`src/rtl/ama_riscv_pkg.sv`:
```
// Shared definitions for the register-file write-back path: requester indices,
// widths, the write-request struct and a one-hot register decoder.
package ama_riscv_pkg;

  localparam int REQ_PIPE = 0;
  localparam int REQ_LSU  = 1;
  localparam int REQ_MDU  = 2;
  localparam int REQ_NUM  = 3;

  localparam int RF_AW  = 5;
  localparam int XLEN   = 32;
  localparam int RF_NUM = 2 ** RF_AW;

  // Round-robin pointer encoding for the two secondary sources
  localparam logic RR_LSU = 1'b0;
  localparam logic RR_MDU = 1'b1;

  typedef struct packed {
    logic [RF_AW-1:0] rd;
    logic [XLEN-1:0]  data;
  } wb_req_t;

  function automatic logic [RF_NUM-1:0] rd_onehot(input logic [RF_AW-1:0] rd);
    return RF_NUM'(1) << rd;
  endfunction

endpackage

```
`src/rtl/ama_riscv_rf_wb_arbiter_if.sv`:
```
// Write-back request bundle for the three register-file writers.
// master = requester side, slave = arbiter side.
interface ama_riscv_rf_wb_arbiter_if;
  import ama_riscv_pkg::*;

  logic             pipe_valid;
  logic             pipe_ready;
  logic [RF_AW-1:0] pipe_rd;
  logic [XLEN-1:0]  pipe_data;

  logic             lsu_valid;
  logic             lsu_ready;
  logic [RF_AW-1:0] lsu_rd;
  logic [XLEN-1:0]  lsu_data;

  logic             mdu_valid;
  logic             mdu_ready;
  logic [RF_AW-1:0] mdu_rd;
  logic [XLEN-1:0]  mdu_data;

  modport master (
    output pipe_valid, pipe_rd, pipe_data,
    output lsu_valid,  lsu_rd,  lsu_data,
    output mdu_valid,  mdu_rd,  mdu_data,
    input  pipe_ready, lsu_ready, mdu_ready
  );

  modport slave (
    input  pipe_valid, pipe_rd, pipe_data,
    input  lsu_valid,  lsu_rd,  lsu_data,
    input  mdu_valid,  mdu_rd,  mdu_data,
    output pipe_ready, lsu_ready, mdu_ready
  );

endinterface

```
`src/rtl/ama_riscv_rf_scoreboard.sv`:
```
// Pending-destination scoreboard: flags decode sources that still await an
// LSU/MDU write-back. Built only when AMA_RISCV_RF_SCOREBOARD_EN is defined.
module ama_riscv_rf_scoreboard
  import ama_riscv_pkg::*;
(
  input  logic             clk,
  input  logic             rst_n,
  input  logic             i_set_valid,
  input  logic [RF_AW-1:0] i_set_rd,
  input  logic             i_clr_valid,
  input  logic [RF_AW-1:0] i_clr_rd,
  input  logic [RF_AW-1:0] i_rd_addr_a,
  input  logic [RF_AW-1:0] i_rd_addr_b,
  output logic             o_hazard_stall
);

  logic [RF_NUM-1:0] r_pending;
  logic [RF_NUM-1:0] w_setMask;
  logic [RF_NUM-1:0] w_clrMask;
  logic [RF_NUM-1:0] w_pendingNext;

  // Set is applied after clear so a same-cycle re-issue keeps the bit pending
  always_comb begin
    w_setMask        = i_set_valid ? rd_onehot(i_set_rd) : '0;
    w_clrMask        = i_clr_valid ? rd_onehot(i_clr_rd) : '0;
    w_pendingNext    = (r_pending & ~w_clrMask) | w_setMask;
    w_pendingNext[0] = 1'b0;
  end

  always_ff @(posedge clk or negedge rst_n) begin
    if (!rst_n) begin
      r_pending <= '0;
    end else begin
      r_pending <= w_pendingNext;
    end
  end

  assign o_hazard_stall = r_pending[i_rd_addr_a] | r_pending[i_rd_addr_b];

endmodule

```
`src/rtl/ama_riscv_rf_wb_arbiter.sv`:
```
// Register-file write-port arbiter: pipeline first, LSU/MDU round-robin with a
// starvation guard, registered write. Optional scoreboard: AMA_RISCV_RF_SCOREBOARD_EN.
module ama_riscv_rf_wb_arbiter
  import ama_riscv_pkg::*;
#(
  parameter int STARVE_LIMIT = 4
)(
  input  logic                       clk,
  input  logic                       rst_n,
  ama_riscv_rf_wb_arbiter_if.slave   wb,
  output logic                       o_rf_we,
  output logic [RF_AW-1:0]           o_rf_addr_d,
  output logic [XLEN-1:0]            o_rf_data_d,
  input  logic                       i_issue_valid,
  input  logic [RF_AW-1:0]           i_issue_rd,
  input  logic [RF_AW-1:0]           i_rd_addr_a,
  input  logic [RF_AW-1:0]           i_rd_addr_b,
  output logic                       o_hazard_stall
);

  localparam logic [3:0] LIMIT = 4'(STARVE_LIMIT);

  logic               r_rrPtr;
  logic [3:0]         r_starveCnt;
  logic               w_secReq;
  logic               w_force;
  logic               w_lsuPick;
  logic               w_mduPick;
  logic [REQ_NUM-1:0] w_grant;
  logic               w_secGrant;
  logic               w_anyGrant;
  wb_req_t            w_win;

  // Grants are gated by rst_n so no requester sees ready while in reset
  always_comb begin
    w_secReq  = wb.lsu_valid | wb.mdu_valid;
    w_force   = w_secReq && (r_starveCnt == LIMIT);
    w_lsuPick = wb.lsu_valid && ((r_rrPtr == RR_LSU) || !wb.mdu_valid);
    w_mduPick = wb.mdu_valid && ((r_rrPtr == RR_MDU) || !wb.lsu_valid);
    w_grant   = '0;
    if (rst_n) begin
      if (wb.pipe_valid && !w_force) begin
        w_grant[REQ_PIPE] = 1'b1;
      end else if (w_lsuPick) begin
        w_grant[REQ_LSU] = 1'b1;
      end else if (w_mduPick) begin
        w_grant[REQ_MDU] = 1'b1;
      end
    end
  end

  assign wb.pipe_ready = w_grant[REQ_PIPE];
  assign wb.lsu_ready  = w_grant[REQ_LSU];
  assign wb.mdu_ready  = w_grant[REQ_MDU];
  assign w_secGrant    = w_grant[REQ_LSU] | w_grant[REQ_MDU];
  assign w_anyGrant    = |w_grant;

  always_comb begin
    w_win = '{rd: wb.pipe_rd, data: wb.pipe_data};
    if (w_grant[REQ_LSU]) begin
      w_win = '{rd: wb.lsu_rd, data: wb.lsu_data};
    end else if (w_grant[REQ_MDU]) begin
      w_win = '{rd: wb.mdu_rd, data: wb.mdu_data};
    end
  end

  // x0 writes are accepted but never reach the register file
  always_ff @(posedge clk or negedge rst_n) begin
    if (!rst_n) begin
      o_rf_we     <= 1'b0;
      o_rf_addr_d <= '0;
      o_rf_data_d <= '0;
    end else if (w_anyGrant) begin
      o_rf_we     <= (w_win.rd != '0);
      o_rf_addr_d <= w_win.rd;
      o_rf_data_d <= w_win.data;
    end else begin
      o_rf_we     <= 1'b0;
    end
  end

  always_ff @(posedge clk or negedge rst_n) begin
    if (!rst_n) begin
      r_rrPtr     <= RR_LSU;
      r_starveCnt <= '0;
    end else if (w_secGrant) begin
      r_rrPtr     <= w_grant[REQ_LSU] ? RR_MDU : RR_LSU;
      r_starveCnt <= '0;
    end else if (w_secReq && (r_starveCnt != 4'hF)) begin
      r_starveCnt <= r_starveCnt + 4'd1;
    end
  end

`ifdef AMA_RISCV_RF_SCOREBOARD_EN
  ama_riscv_rf_scoreboard u_scoreboard (
    .clk            (clk),
    .rst_n          (rst_n),
    .i_set_valid    (i_issue_valid && (i_issue_rd != '0)),
    .i_set_rd       (i_issue_rd),
    .i_clr_valid    (w_secGrant),
    .i_clr_rd       (w_win.rd),
    .i_rd_addr_a    (i_rd_addr_a),
    .i_rd_addr_b    (i_rd_addr_b),
    .o_hazard_stall (o_hazard_stall)
  );
`else
  logic w_unused_sb;
  assign w_unused_sb    = ^{i_issue_valid, i_issue_rd, i_rd_addr_a, i_rd_addr_b};
  assign o_hazard_stall = 1'b0;
`endif

endmodule

```
`src/flat_wrapper.sv`:
```
// flat-port wrapper written by rule: the top's interface ports become plain ports
module ama_riscv_rf_wb_arbiter_flat import ama_riscv_pkg::*;
#(
  parameter int STARVE_LIMIT = 4
)
  (clk, rst_n, o_rf_we, o_rf_addr_d, o_rf_data_d, i_issue_valid, i_issue_rd, i_rd_addr_a, i_rd_addr_b, o_hazard_stall, wb_pipe_valid, wb_pipe_rd, wb_pipe_data, wb_lsu_valid, wb_lsu_rd, wb_lsu_data, wb_mdu_valid, wb_mdu_rd, wb_mdu_data, wb_pipe_ready, wb_lsu_ready, wb_mdu_ready);
  ama_riscv_rf_wb_arbiter_if wb_i ();
  input  logic clk;
  input  logic rst_n;
  output logic o_rf_we;
  output logic [RF_AW-1:0] o_rf_addr_d;
  output logic [XLEN-1:0] o_rf_data_d;
  input  logic i_issue_valid;
  input  logic [RF_AW-1:0] i_issue_rd;
  input  logic [RF_AW-1:0] i_rd_addr_a;
  input  logic [RF_AW-1:0] i_rd_addr_b;
  output logic o_hazard_stall;
  input wire logic [$bits(wb_i.pipe_valid)-1:0] wb_pipe_valid;
  input wire logic [$bits(wb_i.pipe_rd)-1:0] wb_pipe_rd;
  input wire logic [$bits(wb_i.pipe_data)-1:0] wb_pipe_data;
  input wire logic [$bits(wb_i.lsu_valid)-1:0] wb_lsu_valid;
  input wire logic [$bits(wb_i.lsu_rd)-1:0] wb_lsu_rd;
  input wire logic [$bits(wb_i.lsu_data)-1:0] wb_lsu_data;
  input wire logic [$bits(wb_i.mdu_valid)-1:0] wb_mdu_valid;
  input wire logic [$bits(wb_i.mdu_rd)-1:0] wb_mdu_rd;
  input wire logic [$bits(wb_i.mdu_data)-1:0] wb_mdu_data;
  output wire logic [$bits(wb_i.pipe_ready)-1:0] wb_pipe_ready;
  output wire logic [$bits(wb_i.lsu_ready)-1:0] wb_lsu_ready;
  output wire logic [$bits(wb_i.mdu_ready)-1:0] wb_mdu_ready;
  assign wb_i.pipe_valid = wb_pipe_valid;
  assign wb_i.pipe_rd = wb_pipe_rd;
  assign wb_i.pipe_data = wb_pipe_data;
  assign wb_i.lsu_valid = wb_lsu_valid;
  assign wb_i.lsu_rd = wb_lsu_rd;
  assign wb_i.lsu_data = wb_lsu_data;
  assign wb_i.mdu_valid = wb_mdu_valid;
  assign wb_i.mdu_rd = wb_mdu_rd;
  assign wb_i.mdu_data = wb_mdu_data;
  assign wb_pipe_ready = wb_i.pipe_ready;
  assign wb_lsu_ready = wb_i.lsu_ready;
  assign wb_mdu_ready = wb_i.mdu_ready;
  ama_riscv_rf_wb_arbiter #(.STARVE_LIMIT(STARVE_LIMIT)) u_core (.clk(clk), .rst_n(rst_n), .wb(wb_i), .o_rf_we(o_rf_we), .o_rf_addr_d(o_rf_addr_d), .o_rf_data_d(o_rf_data_d), .i_issue_valid(i_issue_valid), .i_issue_rd(i_issue_rd), .i_rd_addr_a(i_rd_addr_a), .i_rd_addr_b(i_rd_addr_b), .o_hazard_stall(o_hazard_stall));
endmodule
```
`config.mk`:
```
export PLATFORM = sky130hd
export DESIGN_NAME = ama_riscv_rf_wb_arbiter_flat
export DESIGN_NICKNAME = d
export VERILOG_FILES = /design/src/rtl/ama_riscv_pkg.sv /design/src/rtl/ama_riscv_rf_wb_arbiter_if.sv /design/src/rtl/ama_riscv_rf_scoreboard.sv /design/src/rtl/ama_riscv_rf_wb_arbiter.sv /design/src/flat_wrapper.sv
export SDC_FILE = /design/constraint.sdc
export NUM_CORES = 1
export LEC_CHECK = 0
export CAP_MARGIN = 20
export CORE_MARGIN = 2
export CORE_UTILIZATION = 34
export CTS_CLUSTER_SIZE = 24
export DETAILED_ROUTE_END_ITERATION = 10
export PLACE_DENSITY = 0.8
export SYNTH_ARGS = -nofsm -noshare
export SYNTH_HDL_FRONTEND = slang
export SYNTH_HIERARCHICAL = 1
export SYNTH_SLANG_ARGS = --single-unit
export TNS_END_PERCENT = 30
```
`constraint.sdc`:
```
create_clock -name clk -period 5 [get_ports clk]
set_clock_uncertainty 0.15 [all_clocks]
set_input_delay 1.5 -clock clk [delete_from_list [all_inputs] [get_ports clk]]
set_output_delay 1.5 -clock clk [all_outputs]
set_load 0.02 [all_outputs]
```
==> metrics <==
outcome complete, no violations; all-layer global routing usage 0.196; Post-CTS Hold Buffers 0; site row count 30; Max H-tree Level 2; vias per cell around 5.2; Gate Count Post-Synth ~250; R2R cell count 8; global-route wire length before repair 11800 µm; Crit Path Class in2out; largest net degree at the start of global routing 43; Root Buffer clkbuf_8; vias in the first global route roughly 2.5k; register area share after synthesis 0.455; WL final around 7400 µm; CP arrival approximately 3.0 ns; EDFF count, synth 0; Area Growth Syn to Fin 71.5%; number of DRC markers in iteration 0 39; CTS sink count 43; Synth Cell Area about 2400 µm²; DIE AREA 7630 µm²; Avg Synthesized Cell Area ~9.3 µm²; pwr/cell area 314 nW/µm²; Final min period ~4.7 ns; TritonCTS buffer count 5; Hold Crit Depth 2; Worst-Margin Slew between 0.5 and 0.6 ns; clock transition at the registers of the reported paths about 0.080 ns; Cell variety after synth 31; maximum clock frequency around 210 MHz; syn nets around 390; Die X just under 90 µm; fin crit share 0.938; FF-to-FF End u_core/o_rf_we; nets@finish roughly 530; Leak about 1.6 nW; flops & latches, synth between 40 and 50; setup TNS 0 ns; max_cap viols 0; Detailed Routing Iterations Pass 1 4; clock buffer depth 2; worst skew pair latency about 0.29 ns; Util after Layout 0.600; number of gates resized after cts 0; share of cells above drive strength 1 0.0574; Hold Path Origin u_core/o_rf_data_d[4]; Initial Util 0.350; CTS tree yes; Worst Path Required 3.35 ns; Primary FF master, synth dfrtp_1; placer's final routability congestion estimate 0.749; Synth async-reset ratio 1.00; RSZ-0062 raised after global routing no; Hold Crit Endpoint u_core/o_rf_data_d[4]; Setup Buffers After CTS 0; initial antenna violation count 0; overflow left after global routing 0; CP Capture Type output pin; port bufs around 160; Routed Antenna Nets 0; Avg WL per Cell roughly 15 µm; CORE AREA just under 7000 µm²; IO Pins about 170; Worst VDD drop 204 µV; crit path launch type input port; DR vias about 2.5k; Residual DRC 0; synth warn 6; Slew HR 0.650; final hold violation count 0; reg2reg start u_core/r_starveCnt[0]; worst-path maximum fanout 7; setup violators final 0; reg2reg setup slack approximately 2.9 ns; Die Height between 80 and 90 µm; HPWL after DPL 5640 µm; fin. max-slew vios 0; diode count 0; min-delay worst type reg2reg
## where the power goes
group / internal (W) / switching, W
clock: 0.000126 / 0.000117
sequential: 0.000419 / 0.0000464
combinational: 0.000291 / 0.000273
total: 0.000836 / 0.000437
## layer usage
layer  vias to the layer above  global-route usage  share of wire
li1                       1232                   -              -
met1                      1155               0.215           0.40
met2                        87               0.360           0.52
met3                         9              0.0559          0.071
met4                         0              0.0643          0.014
met5                         -                   0              0
## cells by family after synthesis
kind of cell,Yosys count,share of synthesized area
AOI/OAI and AO/OA,121,0.359
xor gates and xnor gates,2,0.00741
adders and majority gates,2,0.0106
buffers and inverters,30,0.0651
DFF,43,0.455
muxes,2,0.00953
other,1,0.00159
and+or+nand+nor,53,0.0911
## registers in the layout (all words and copies together) (netlist names)
name and count:
u_core/r_rrPtr 1, u_core/o_rf_we 1, u_core/o_rf_data_d 32, u_core/r_starveCnt 4, u_core/o_rf_addr_d 5
## cells in the mapped netlist, types with 2 or more instances
cell | instances | share of area
dfrtp_1 | 43 | 0.46
nand2_1 | 40 | 0.064
o22a_1 | 36 | 0.13
o22ai_1 | 35 | 0.093
o21ai_1 | 33 | 0.070
buf_2 | 18 | 0.038
inv_1 | 6 | 0.0095
nor2_1 | 6 | 0.0095
a21oi_1 | 4 | 0.0085
buf_4 | 3 | 0.0095
nand3_1 | 3 | 0.0064
o21ai_0 | 3 | 0.0064
a32oi_1 | 2 | 0.0074
clkbuf_1 | 2 | 0.0032
ha_1 | 2 | 0.011
mux2_2 | 2 | 0.0095
xnor2_1 | 2 | 0.0074
## worst max path at each step
stage	from	endpoint	slack, ns	depth (start not counted)
after floorplan	wb_lsu_valid	wb_lsu_ready	1.05	4
after global placement	wb_mdu_valid	wb_pipe_ready	0.33	4
after detailed placement	wb_mdu_valid	wb_pipe_ready	0.31	4
after CTS	wb_mdu_valid	wb_pipe_ready	0.30	4
after global routing	wb_mdu_valid	wb_pipe_ready	0.21	4
final	wb_mdu_valid	wb_pipe_ready	0.31	4
## metrics by stage
| stage | power, W | area (µm²) | std cells | setup slack, ns | hold WS, ns |
|---|---|---|---|---|---|
| after floorplan | 0.000776 | 2360 | 254 | 1.05 | 0.366 |
| after global placement | 0.00103 | 3950 | 473 | 0.325 | 0.314 |
| after detailed placement | 0.00104 | 3950 | 473 | 0.315 | 0.323 |
| after CTS | 0.00129 | 4050 | 481 | 0.301 | 0.343 |
| after global routing | 0.00136 | 4050 | 481 | 0.210 | 0.365 |
| final | 0.00127 | 4050 | 481 | 0.308 | 0.338 |
## worst max-delay path, stage by stage
cell             delay [ns]
clkdlybuf4s50_1        0.50
or2_1                  0.26
a21oi_1                0.15
clkdlybuf4s50_1        0.62
## final cells by class
type / instances / area (µm²)
timing repair buffer: 163 / 1610
inverter: 6 / 22.5
clock buffer: 7 / 96.3
fill: 594 / 2700
sequential: 43 / 1080
multi-input combinational: 181 / 1140
tap: 80 / 100
clock inverter: 1 / 7.51
## cells in the final DEF (no fill, tap or decap), types with 2 or more instances in the layout
cell type	count
dfrtp_1	43
mux2_2	2
nor2_1	6
o21ai_0	3
o21ai_4	2
inv_1	6
o22ai_1	35
a32oi_1	2
a21oi_1	4
ha_1	2
clkdlybuf4s50_1	155
nand3_1	3
o21ai_1	33
o22a_1	36
clkbuf_8	7
xnor2_1	2
buf_4	7
nand2_1	40
(Power assumes the default switching activity.)
